$ cat config.mk
export PLATFORM = sky130hd
export DESIGN_NAME = alu_issue
export DESIGN_NICKNAME = d
export VERILOG_FILES = /design/src/rtl/alu_issue_pkg.sv /design/src/rtl/alu_issue_decode.sv /design/src/rtl/alu_issue.sv
export SDC_FILE = /design/constraint.sdc
export NUM_CORES = 1
export LEC_CHECK = 0
export ABC_AREA = 0
export CAP_MARGIN = 40
export CORE_MARGIN = 5
export CORE_UTILIZATION = 48
export DETAILED_ROUTE_END_ITERATION = 8
export PLACE_DENSITY = 0.83
export SETUP_SLACK_MARGIN = 0.15
export SYNTH_ARGS = -nofsm -noshare
export SYNTH_HDL_FRONTEND = slang
export SYNTH_SLANG_ARGS = --single-unit
$ cat constraint.sdc
create_clock -name clock -period 9.25 [get_ports clock]
set_input_delay 1.85 -clock clock [delete_from_list [all_inputs] [get_ports clock]]
set_output_delay 1.85 -clock clock [all_outputs]
set_load 0.02 [all_outputs]
$ cat src/rtl/alu_issue_pkg.sv
// Shared definitions for the ALU issue stage: RV32I opcode/funct constants,
// the extra-unit funct3 codes (also used by alu_extra) and the queue entry.
package alu_issue_pkg;

  localparam logic [6:0] OPCODE_OP     = 7'b0110011;
  localparam logic [6:0] OPCODE_OP_IMM = 7'b0010011;

  localparam logic [6:0] FUNCT7_BASE = 7'h00;
  localparam logic [6:0] FUNCT7_ALT  = 7'h20;

  // funct3 codes executed by alu_extra when funct7 is FUNCT7_ALT.
  localparam logic [2:0] SUB = 3'h0;
  localparam logic [2:0] SRA = 3'h5;

  // OP-IMM funct3 codes whose op2 is a 5-bit shift amount.
  localparam logic [2:0] FUNCT3_SLL = 3'h1;
  localparam logic [2:0] FUNCT3_SRL = 3'h5;

  typedef enum logic {
    UnitBase  = 1'b0,
    UnitExtra = 1'b1
  } unit_e;

  typedef struct packed {
    logic [2:0]  funct3;
    logic [31:0] op1;
    logic [31:0] op2;
    unit_e       unit;
    logic [4:0]  rd;
  } entry_t;

endpackage

$ cat src/rtl/alu_issue_decode.sv
// Combinational decoder for RV32I OP / OP-IMM instructions.
// Ports:
//   instr_i    - raw instruction word
//   rs1_i      - source register 1 value (always op1)
//   rs2_i      - source register 2 value (op2 for OP)
//   entry_o    - decoded queue entry (funct3, op1, op2, unit, rd)
//   illegal_o  - instruction cannot be issued to either ALU unit
module alu_issue_decode
  import alu_issue_pkg::*;
(
  input  logic [31:0] instr_i,
  input  logic [31:0] rs1_i,
  input  logic [31:0] rs2_i,
  output entry_t      entry_o,
  output logic        illegal_o
);

  logic [6:0] opcode;
  logic [2:0] funct3;
  logic [6:0] funct7;
  logic [31:0] shamt;
  logic [31:0] imm_i;

  assign opcode = instr_i[6:0];
  assign funct3 = instr_i[14:12];
  assign funct7 = instr_i[31:25];
  assign shamt  = {27'd0, instr_i[24:20]};
  assign imm_i  = {{20{instr_i[31]}}, instr_i[31:20]};

  // The rs1 index is resolved upstream; only its data reaches this stage.
  logic unused_rs1_field;
  assign unused_rs1_field = ^instr_i[19:15];

  always_comb begin
    entry_o.funct3 = funct3;
    entry_o.op1    = rs1_i;
    entry_o.op2    = rs2_i;
    entry_o.unit   = UnitBase;
    entry_o.rd     = instr_i[11:7];
    illegal_o      = 1'b1;

    case (opcode)
      OPCODE_OP: begin
        if (funct7 == FUNCT7_BASE) begin
          illegal_o = 1'b0;
        end else if (funct7 == FUNCT7_ALT && (funct3 == SUB || funct3 == SRA)) begin
          illegal_o    = 1'b0;
          entry_o.unit = UnitExtra;
        end
      end
      OPCODE_OP_IMM: begin
        case (funct3)
          FUNCT3_SLL: begin
            entry_o.op2 = shamt;
            illegal_o   = (funct7 != FUNCT7_BASE);
          end
          FUNCT3_SRL: begin
            entry_o.op2 = shamt;
            if (funct7 == FUNCT7_BASE) begin
              illegal_o = 1'b0;
            end else if (funct7 == FUNCT7_ALT) begin
              illegal_o    = 1'b0;
              entry_o.unit = UnitExtra;
            end
          end
          default: begin
            entry_o.op2 = imm_i;
            illegal_o   = 1'b0;
          end
        endcase
      end
      default: ;
    endcase
  end

endmodule

$ cat src/rtl/alu_issue.sv
// Issue stage feeding the base ALU and alu_extra. Decodes OP/OP-IMM on
// acceptance, buffers decoded ops in a 2-entry queue, issues the head with
// exactly one unit enable, and delays (pop, rd) by one cycle so the tag lines
// up with the ALU's registered result.
// Ports:
//   clock, reset_n          - clock, async active-low reset
//   in_valid / in_ready     - upstream handshake (in_ready = count < 2)
//   instruction, rs1_data, rs2_data - instruction and operands
//   out_ready               - downstream can take an op (registered upstream)
//   funct3, register_data_1/2 - head op (0 when the queue is empty)
//   enable_base/enable_extra  - one-hot issue strobes
//   wb_valid, wb_rd           - writeback tag aligned with ALU result
//   illegal_valid, illegal_instr - dropped-instruction report
module alu_issue
  import alu_issue_pkg::*;
#(
  // Only 2 is supported; the pointer logic below assumes a 1-bit index.
  parameter int unsigned DEPTH = 2
) (
  input  logic        clock,
  input  logic        reset_n,
  input  logic        in_valid,
  output logic        in_ready,
  input  logic [31:0] instruction,
  input  logic [31:0] rs1_data,
  input  logic [31:0] rs2_data,
  input  logic        out_ready,
  output logic [2:0]  funct3,
  output logic [31:0] register_data_1,
  output logic [31:0] register_data_2,
  output logic        enable_base,
  output logic        enable_extra,
  output logic        wb_valid,
  output logic [4:0]  wb_rd,
  output logic        illegal_valid,
  output logic [31:0] illegal_instr
);

  localparam logic [1:0] Full = 2'(DEPTH);

  entry_t      mem_q [2];
  logic        head_q, head_d;
  logic [1:0]  count_q, count_d;
  logic        wb_valid_q, wb_valid_d;
  logic [4:0]  wb_rd_q, wb_rd_d;
  logic        illegal_valid_q, illegal_valid_d;
  logic [31:0] illegal_instr_q, illegal_instr_d;

  entry_t dec_entry;
  logic   dec_illegal;
  entry_t head;
  logic   accept, push, pop, not_empty, wr_idx;

  alu_issue_decode u_decode (
    .instr_i   (instruction),
    .rs1_i     (rs1_data),
    .rs2_i     (rs2_data),
    .entry_o   (dec_entry),
    .illegal_o (dec_illegal)
  );

  assign in_ready  = (count_q < Full);
  assign not_empty = (count_q != 2'd0);
  assign accept    = in_valid & in_ready;
  // Illegal words consume the handshake but never occupy a slot.
  assign push      = accept & ~dec_illegal;
  assign pop       = not_empty & out_ready;
  assign head      = mem_q[head_q];
  // Tail slot is head + count (mod 2); count 2 never pushes.
  assign wr_idx    = head_q ^ count_q[0];

  always_comb begin
    head_d          = pop ? ~head_q : head_q;
    count_d         = count_q;
    if (push && !pop) begin
      count_d = count_q + 2'd1;
    end else if (pop && !push) begin
      count_d = count_q - 2'd1;
    end
    wb_valid_d      = pop;
    wb_rd_d         = pop ? head.rd : 5'd0;
    illegal_valid_d = accept & dec_illegal;
    illegal_instr_d = (accept && dec_illegal) ? instruction : illegal_instr_q;
  end

  always_comb begin
    funct3          = not_empty ? head.funct3 : 3'd0;
    register_data_1 = not_empty ? head.op1 : 32'd0;
    register_data_2 = not_empty ? head.op2 : 32'd0;
    enable_base     = pop & (head.unit == UnitBase);
    enable_extra    = pop & (head.unit == UnitExtra);
  end

  always_ff @(posedge clock or negedge reset_n) begin
    if (!reset_n) begin
      head_q          <= 1'b0;
      count_q         <= 2'd0;
      wb_valid_q      <= 1'b0;
      wb_rd_q         <= 5'd0;
      illegal_valid_q <= 1'b0;
      illegal_instr_q <= 32'd0;
    end else begin
      head_q          <= head_d;
      count_q         <= count_d;
      wb_valid_q      <= wb_valid_d;
      wb_rd_q         <= wb_rd_d;
      illegal_valid_q <= illegal_valid_d;
      illegal_instr_q <= illegal_instr_d;
    end
  end

  // Payload storage needs no reset: outputs are gated by count.
  always_ff @(posedge clock) begin
    if (push) begin
      mem_q[wr_idx] <= dec_entry;
    end
  end

  assign wb_valid      = wb_valid_q;
  assign wb_rd         = wb_rd_q;
  assign illegal_valid = illegal_valid_q;
  assign illegal_instr = illegal_instr_q;

endmodule

==> results of run 1 <==
==> area by class of cell <==
type | count | share of cell area, %
sequential | 188 | 52.1
timing repair buffer | 217 | 20.7
multi-input combinational | 258 | 18.8
clock buffer | 19 | 4.15
tap | 211 | 2.53
clock inverter | 13 | 1.59
inverter | 5 | 0.180
==> power by group <==
| group | internal, mW | total, mW | switching (mW) | leakage [nW] |
|---|---|---|---|---|
| Clock | 0.428 | 0.732 | 0.304 | 0.281 |
| Combinational | 0.615 | 1.23 | 0.615 | 1.95 |
| Sequential | 0.999 | 1.09 | 0.0935 | 1.82 |
| Total | 2.04 | 3.05 | 1.01 | 4.05 |
==> routing by layer <==
layer	GRT usage, %	up-vias
met5	0	-
met3	5.35	14
li1	-	2169
met2	34.1	169
met1	21.3	2256
met4	5.77	0
==> stage by stage <==
| stage | utilization (%) | instance area, µm² | power (mW) | hold WS [ns] | setup slack (ns) |
|---|---|---|---|---|---|
| final | 68.2 | 10400 | 3.05 | 0.497 | 4.05 |
| after global routing | 68.2 | 10400 | 3.19 | 0.518 | 3.98 |
| after CTS | 68.2 | 10400 | 3.09 | 0.502 | 4.04 |
| after detailed placement | 64.2 | 9840 | 2.35 | 0.486 | 4.05 |
| after global placement | 64.1 | 9820 | 2.33 | 0.472 | 4.08 |
| after floorplan | - | 7530 | 1.77 | 0.462 | 0.750 |
==> worst max-delay path, delay by kind of cell <==
family	cells	cell delay, ns
buffers and inverters	2	1.08
AO/OA/AOI/OAI	1	0.22
AND/OR/NAND/NOR	1	0.20
==> synth_stat cells, types with 3 or more instances <==
library cell / count
nor2_1: 78
o21ai_0: 6
buf_2: 9
mux2_4: 11
a21o_1: 21
xnor2_1: 4
inv_1: 4
edfxtp_1: 146
clkbuf_1: 14
a22o_1: 3
buf_6: 3
mux2_2: 22
mux2i_1: 73
nand2_1: 16
dfrtp_1: 42
==> flip-flops by register name, indices dropped and copies added (netlist names) <==
| name | count |
|---|---|
| mem_q | 146 |
| illegal_instr | 32 |
| wb_rd | 5 |
| count_q | 2 |
| head_q | 1 |
| illegal_valid | 1 |
| wb_valid | 1 |
==> cell families (layout without fill, tap and decap cells) <==
family | count (synthesis) | count (layout) | synth area share [%]
buf+inv | 32 | 254 | 2.04
simple gates | 107 | 107 | 6.01
flops | 188 | 188 | 72.2
mux | 106 | 106 | 15.2
xor+xnor | 6 | 6 | 0.698
compound gates | 38 | 38 | 3.72
fa+ha+maj | 1 | 1 | 0.166
==> how the worst min path moves through the flow <==
stage	slack (ns)	startpoint	end
CTS	0.50	mem_q[0][4]	wb_rd[4]
global route	0.52	mem_q[0][2]	wb_rd[2]
global placement	0.47	illegal_instr[4]	illegal_instr[4]
floorplan	0.46	mem_q[0][0]	wb_rd[0]
detailed placement	0.49	mem_q[0][4]	wb_rd[4]
finish	0.50	mem_q[0][4]	wb_rd[4]
==> summary.txt, run 1 <==
Status
  – Status: complete, no violations

Route
  – Initial drt markers: 255
  – Via density: 5.06
  – WL met3: 1290 µm
  – Routed met2 length: 8900 µm
  – DR top layer: met4
  – Routed wire per std cell: 18.4 µm
  – Via count: 4608
  – Routed WL: 16800 µm
  – Remaining antenna violation count: 0
  – Drt drc: 0
  – DRT Pass-1 Iters: 4
  – Metal-1 WL: 6380 µm

Cells and area
  – Post-route insts no fill: 911
  – Filler cell count: 1075
  – Share of cells above drive strength 1: 11.3%
  – Area grow syn2layout: 38.6%
  – Most common cell after layout, fill and taps aside: clkdlybuf4s50_1
  – Commonest cells after routing, fill and taps aside: clkdlybuf4s50_1, edfxtp_1, nor2_1, mux2i_1, dfrtp_1
  – Diodes inserted: 0
  – Multi-input gate area: 1960 µm²
  – Register area: 5440 µm²
  – Final #Nets: 788

Yosys
  – Post-synth top area share: 58.2%
  – Mapped Cells: 478
  – FFs w/ async S/R, synth: 22.3%
  – Yosys top cell by area: edfxtp_1
  – Sequential share of the synthesized area: 72.2%
  – Post-synth top flop: edfxtp_1
  – Post-synth EDFFs: 146
  – Synthesized Nets: 579
  – Syn. warnings: 0
  – Synth Register Bits: 188
  – Synth Area per Inst: 15.8 µm²
  – Synth top area cells: edfxtp_1, dfrtp_1, mux2i_1
  – Netlist cell types: 36
  – Mapped Area: 7530 µm²

Global route
  – Global-route wire length before repair: 26300 µm
  – Vias in the first global route: 5027
  – Pin count of the biggest net entering global routing: 40
  – Total gr overflow: 0
  – Initial antenna violation count: 0
  – Tot GR Track Use: 18.7%

Clock tree
  – Clock input transition at the sequential cells of the worst setup and hold paths: 0.07 ns
  – Setup bufs post-CTS: 0
  – Cts hold-fix bufs: 0
  – CTS Sinks: 188
  – CTS max path bufs: 2
  – Skew-Pair Late Insertion Delay: 0.42 ns
  – Clk root buf: clkbuf_16
  – CTS buffer count: 17
  – CTS H-tree lvls: 4
  – CTS tree: yes
  – Post-CTS Resized: 0

Floorplan
  – Core ar.: 15300 µm²
  – Initial Util: 49.2%
  – I/O pin total: 209
  – # rows: 45
  – Die area: 18300 µm²
  – Die Ht: 135 µm
  – Die width: 135 µm

Min path
  – Min-Delay Path Class: reg -> reg
  – Worst Hold Depth: 2

STA
  – Slew at the pin with the worst max-slew slack: 0.799 ns
  – Final Hold Fails: 0
  – Max Fclk: 192 MHz
  – Final period demand of the worst path: 5.20 ns
  – Tcrit/Tclk final: 56.2%
  – Final setup fails: 0
  – Final setup TNS: 0 ns
  – Max_slew headroom: 46.6%
  – Setup Skew: 0.00898 ns
  – Max-slew violation count: 0
  – RSZ-0062 raised after global routing: false

Critical path
  – Crit path top cell by count: clkdlybuf4s50_1
  – FF-to-FF End: mem_q[0][32]
  – Worst setup SP type: input port
  – Worst setup EP type: output pin
  – Critical Path Sink: enable_base
  – Critical path cell sequence: clkdlybuf4s50_1 -> o21ai_1 -> nor2b_1 -> clkdlybuf4s50_1
  – Worst EP arrival: 3.35 ns
  – CP startpoint: out_ready
  – Register-to-Register Path Depth: 3
  – R2r startpoint: head_q
  – CP Data Required Time: 7.40 ns
  – Setup CP Type: in -> out
  – Worst-path fanout max: 10
  – Worst path max stage delay: 0.63 ns
  – R2r setup slk: 7.01 ns
  – Crit-path slowest cell: clkdlybuf4s50_1

Placed design
  – Placed insts: 879
  – Final HPWL DP: 11600 µm
  – Placer Congestion: 0.749
  – PortBufs: 208

Power and ir drop
  – Lkg Pwr: 4.05 nW
  – Max IR drop VDD: 0.165 mV
  – PwrDens: 293 nW/µm²

Flow run
  – Max Cap Viol: 0
Power figures use the tool's default switching activity.
==> inputs of run 2 (changes only) <==
==> constraint.sdc (replaced) <==
create_clock -name clock -period 5.1 [get_ports clock]
set_input_delay 1.02 -clock clock [delete_from_list [all_inputs] [get_ports clock]]
set_output_delay 1.02 -clock clock [all_outputs]
set_load 0.02 [all_outputs]
==> summary.txt, run 2 (synthesis gave the netlist of run 1 again) <==
Clock tree
  – CTS buffer count: 17
  – CTS max path bufs: 2
  – Cts hold-fix bufs: 0
  – Clk root buf: clkbuf_16
  – Clock input transition at the sequential cells of the worst setup and hold paths: 0.06 ns
  – CTS H-tree lvls: 4
  – CTS tree: yes
  – CTS Sinks: 188
  – Skew-Pair Late Insertion Delay: 0.41 ns
  – Setup bufs post-CTS: 0
  – Post-CTS Resized: 0

STA
  – Final setup fails: 0
  – Tcrit/Tclk final: 74.0%
  – Max-slew violation count: 0
  – Max Fclk: 265 MHz
  – Final setup TNS: 0 ns
  – Max_slew headroom: 47.7%
  – Slew at the pin with the worst max-slew slack: 0.784 ns
  – Final Hold Fails: 0
  – RSZ-0062 raised after global routing: false
  – Final period demand of the worst path: 3.78 ns
  – Setup Skew: 0.00466 ns

Global route
  – Total gr overflow: 0
  – Pin count of the biggest net entering global routing: 51
  – Vias in the first global route: 4888
  – Initial antenna violation count: 0
  – Global-route wire length before repair: 25800 µm
  – Tot GR Track Use: 18.2%

Floorplan
  – Die area: 18300 µm²
  – Die width: 135 µm
  – Initial Util: 49.2%
  – Core ar.: 15300 µm²
  – Die Ht: 135 µm
  – # rows: 45
  – I/O pin total: 209

Cells and area
  – Final #Nets: 789
  – Diodes inserted: 0
  – Largest reg by FF count: mem_q
  – Share of cells above drive strength 1: 11.3%
  – Filler cell count: 1076
  – Commonest cells after routing, fill and taps aside: clkdlybuf4s50_1, edfxtp_1, nor2_1, mux2i_1, dfrtp_1
  – Register area: 5440 µm²
  – Core Util, Final: 68.2%
  – Area grow syn2layout: 38.7%
  – Largest register FFs: 146
  – Multi-input gate area: 1970 µm²
  – Post-route insts no fill: 912
  – Most common cell after layout, fill and taps aside: clkdlybuf4s50_1

Critical path
  – Worst-path fanout max: 46
  – Setup CP Type: reg -> out
  – Critical path cell sequence: buf_4 -> mux2i_1 -> nor2_1 -> clkdlybuf4s50_1
  – Crit-path slowest cell: dfrtp_4
  – Worst EP arrival: 2.76 ns
  – Worst setup SP type: register
  – CP Data Required Time: 4.08 ns
  – Worst path max stage delay: 0.93 ns
  – Worst setup EP type: output pin

Route
  – Routed wire per std cell: 18.4 µm
  – Initial drt markers: 236
  – Via density: 5.09
  – Remaining antenna violation count: 0
  – Via count: 4643
  – Drt drc: 0
  – Routed WL: 16700 µm
  – DRT Pass-1 Iters: 4

Power and ir drop
  – Max IR drop VDD: 0.370 mV
  – Total Power: 5.53 mW
  – PwrDens: 529 nW/µm²
  – Lkg Pwr: 4.07 nW

Min path
  – Min-Delay Path Class: reg -> reg

Placed design
  – Placed insts: 880
  – Final HPWL DP: 11800 µm
  – Placer Congestion: 0.774
  – PortBufs: 208

Flow run
  – Max Cap Viol: 0

Status
  – Status: complete, no violations
## run 2: power breakdown
group	internal, mW	total (mW)	switching, mW
clock network	0.769	1.29	0.523
logic	1.12	2.23	1.11
registers	1.81	2.00	0.191
total	3.70	5.53	1.82
## run 2: routing by layer
metal	vias to the layer above	GRT usage [%]	share of wire, %
li1	2171	-	-
met1	2306	21.9	40
met2	145	31.6	52
met3	21	5.72	6.8
met4	0	5.71	1.5
met5	-	0	0
## run 2: per-stage QoR
stage,setup WS (ns),hold WS [ns],area [µm²]
6_report,1.32,0.494,10400
2_1_floorplan,0.00222,0.462,7540
4_1_cts,1.27,0.497,10400
3_3_place_gp,1.59,0.476,9840
5_1_grt,1.14,0.521,10400
3_5_place_dp,1.57,0.482,9870
## run 2: worst paths after layout
kind,start,to,slack [ns],depth (start not counted)
worst max-delay path,head_q,register_data_2[24],1.32,4
worst min-delay path,illegal_instr[4],illegal_instr[4],0.49,1
worst max register to register,head_q,mem_q[0][8],2.49,4
worst min register to register,illegal_instr[4],illegal_instr[4],0.49,1
max in group asynchronous,reset_n,head_q,4.00,2
min in group asynchronous,reset_n,illegal_instr[19],0.59,1
## run 2: cell type report
| class | instances | share of cell area (%) |
|---|---|---|
| repair buffers | 218 | 20.8 |
| clock inverters | 12 | 1.40 |
| multi-input cells | 258 | 18.9 |
| inverters | 5 | 0.180 |
| well taps | 211 | 2.53 |
| flip-flops and latches | 188 | 52.1 |
| clock buffers | 20 | 4.18 |
## run 2: critical path, delay by kind of cell, from the launching register on
| kind | cells | cell delay (ns) |
|---|---|---|
| multiplexers | 1 | 0.13 |
| AND/OR/NAND/NOR | 1 | 0.16 |
| flip-flops | 1 | 0.93 |
| buffers and inverters | 2 | 1.12 |
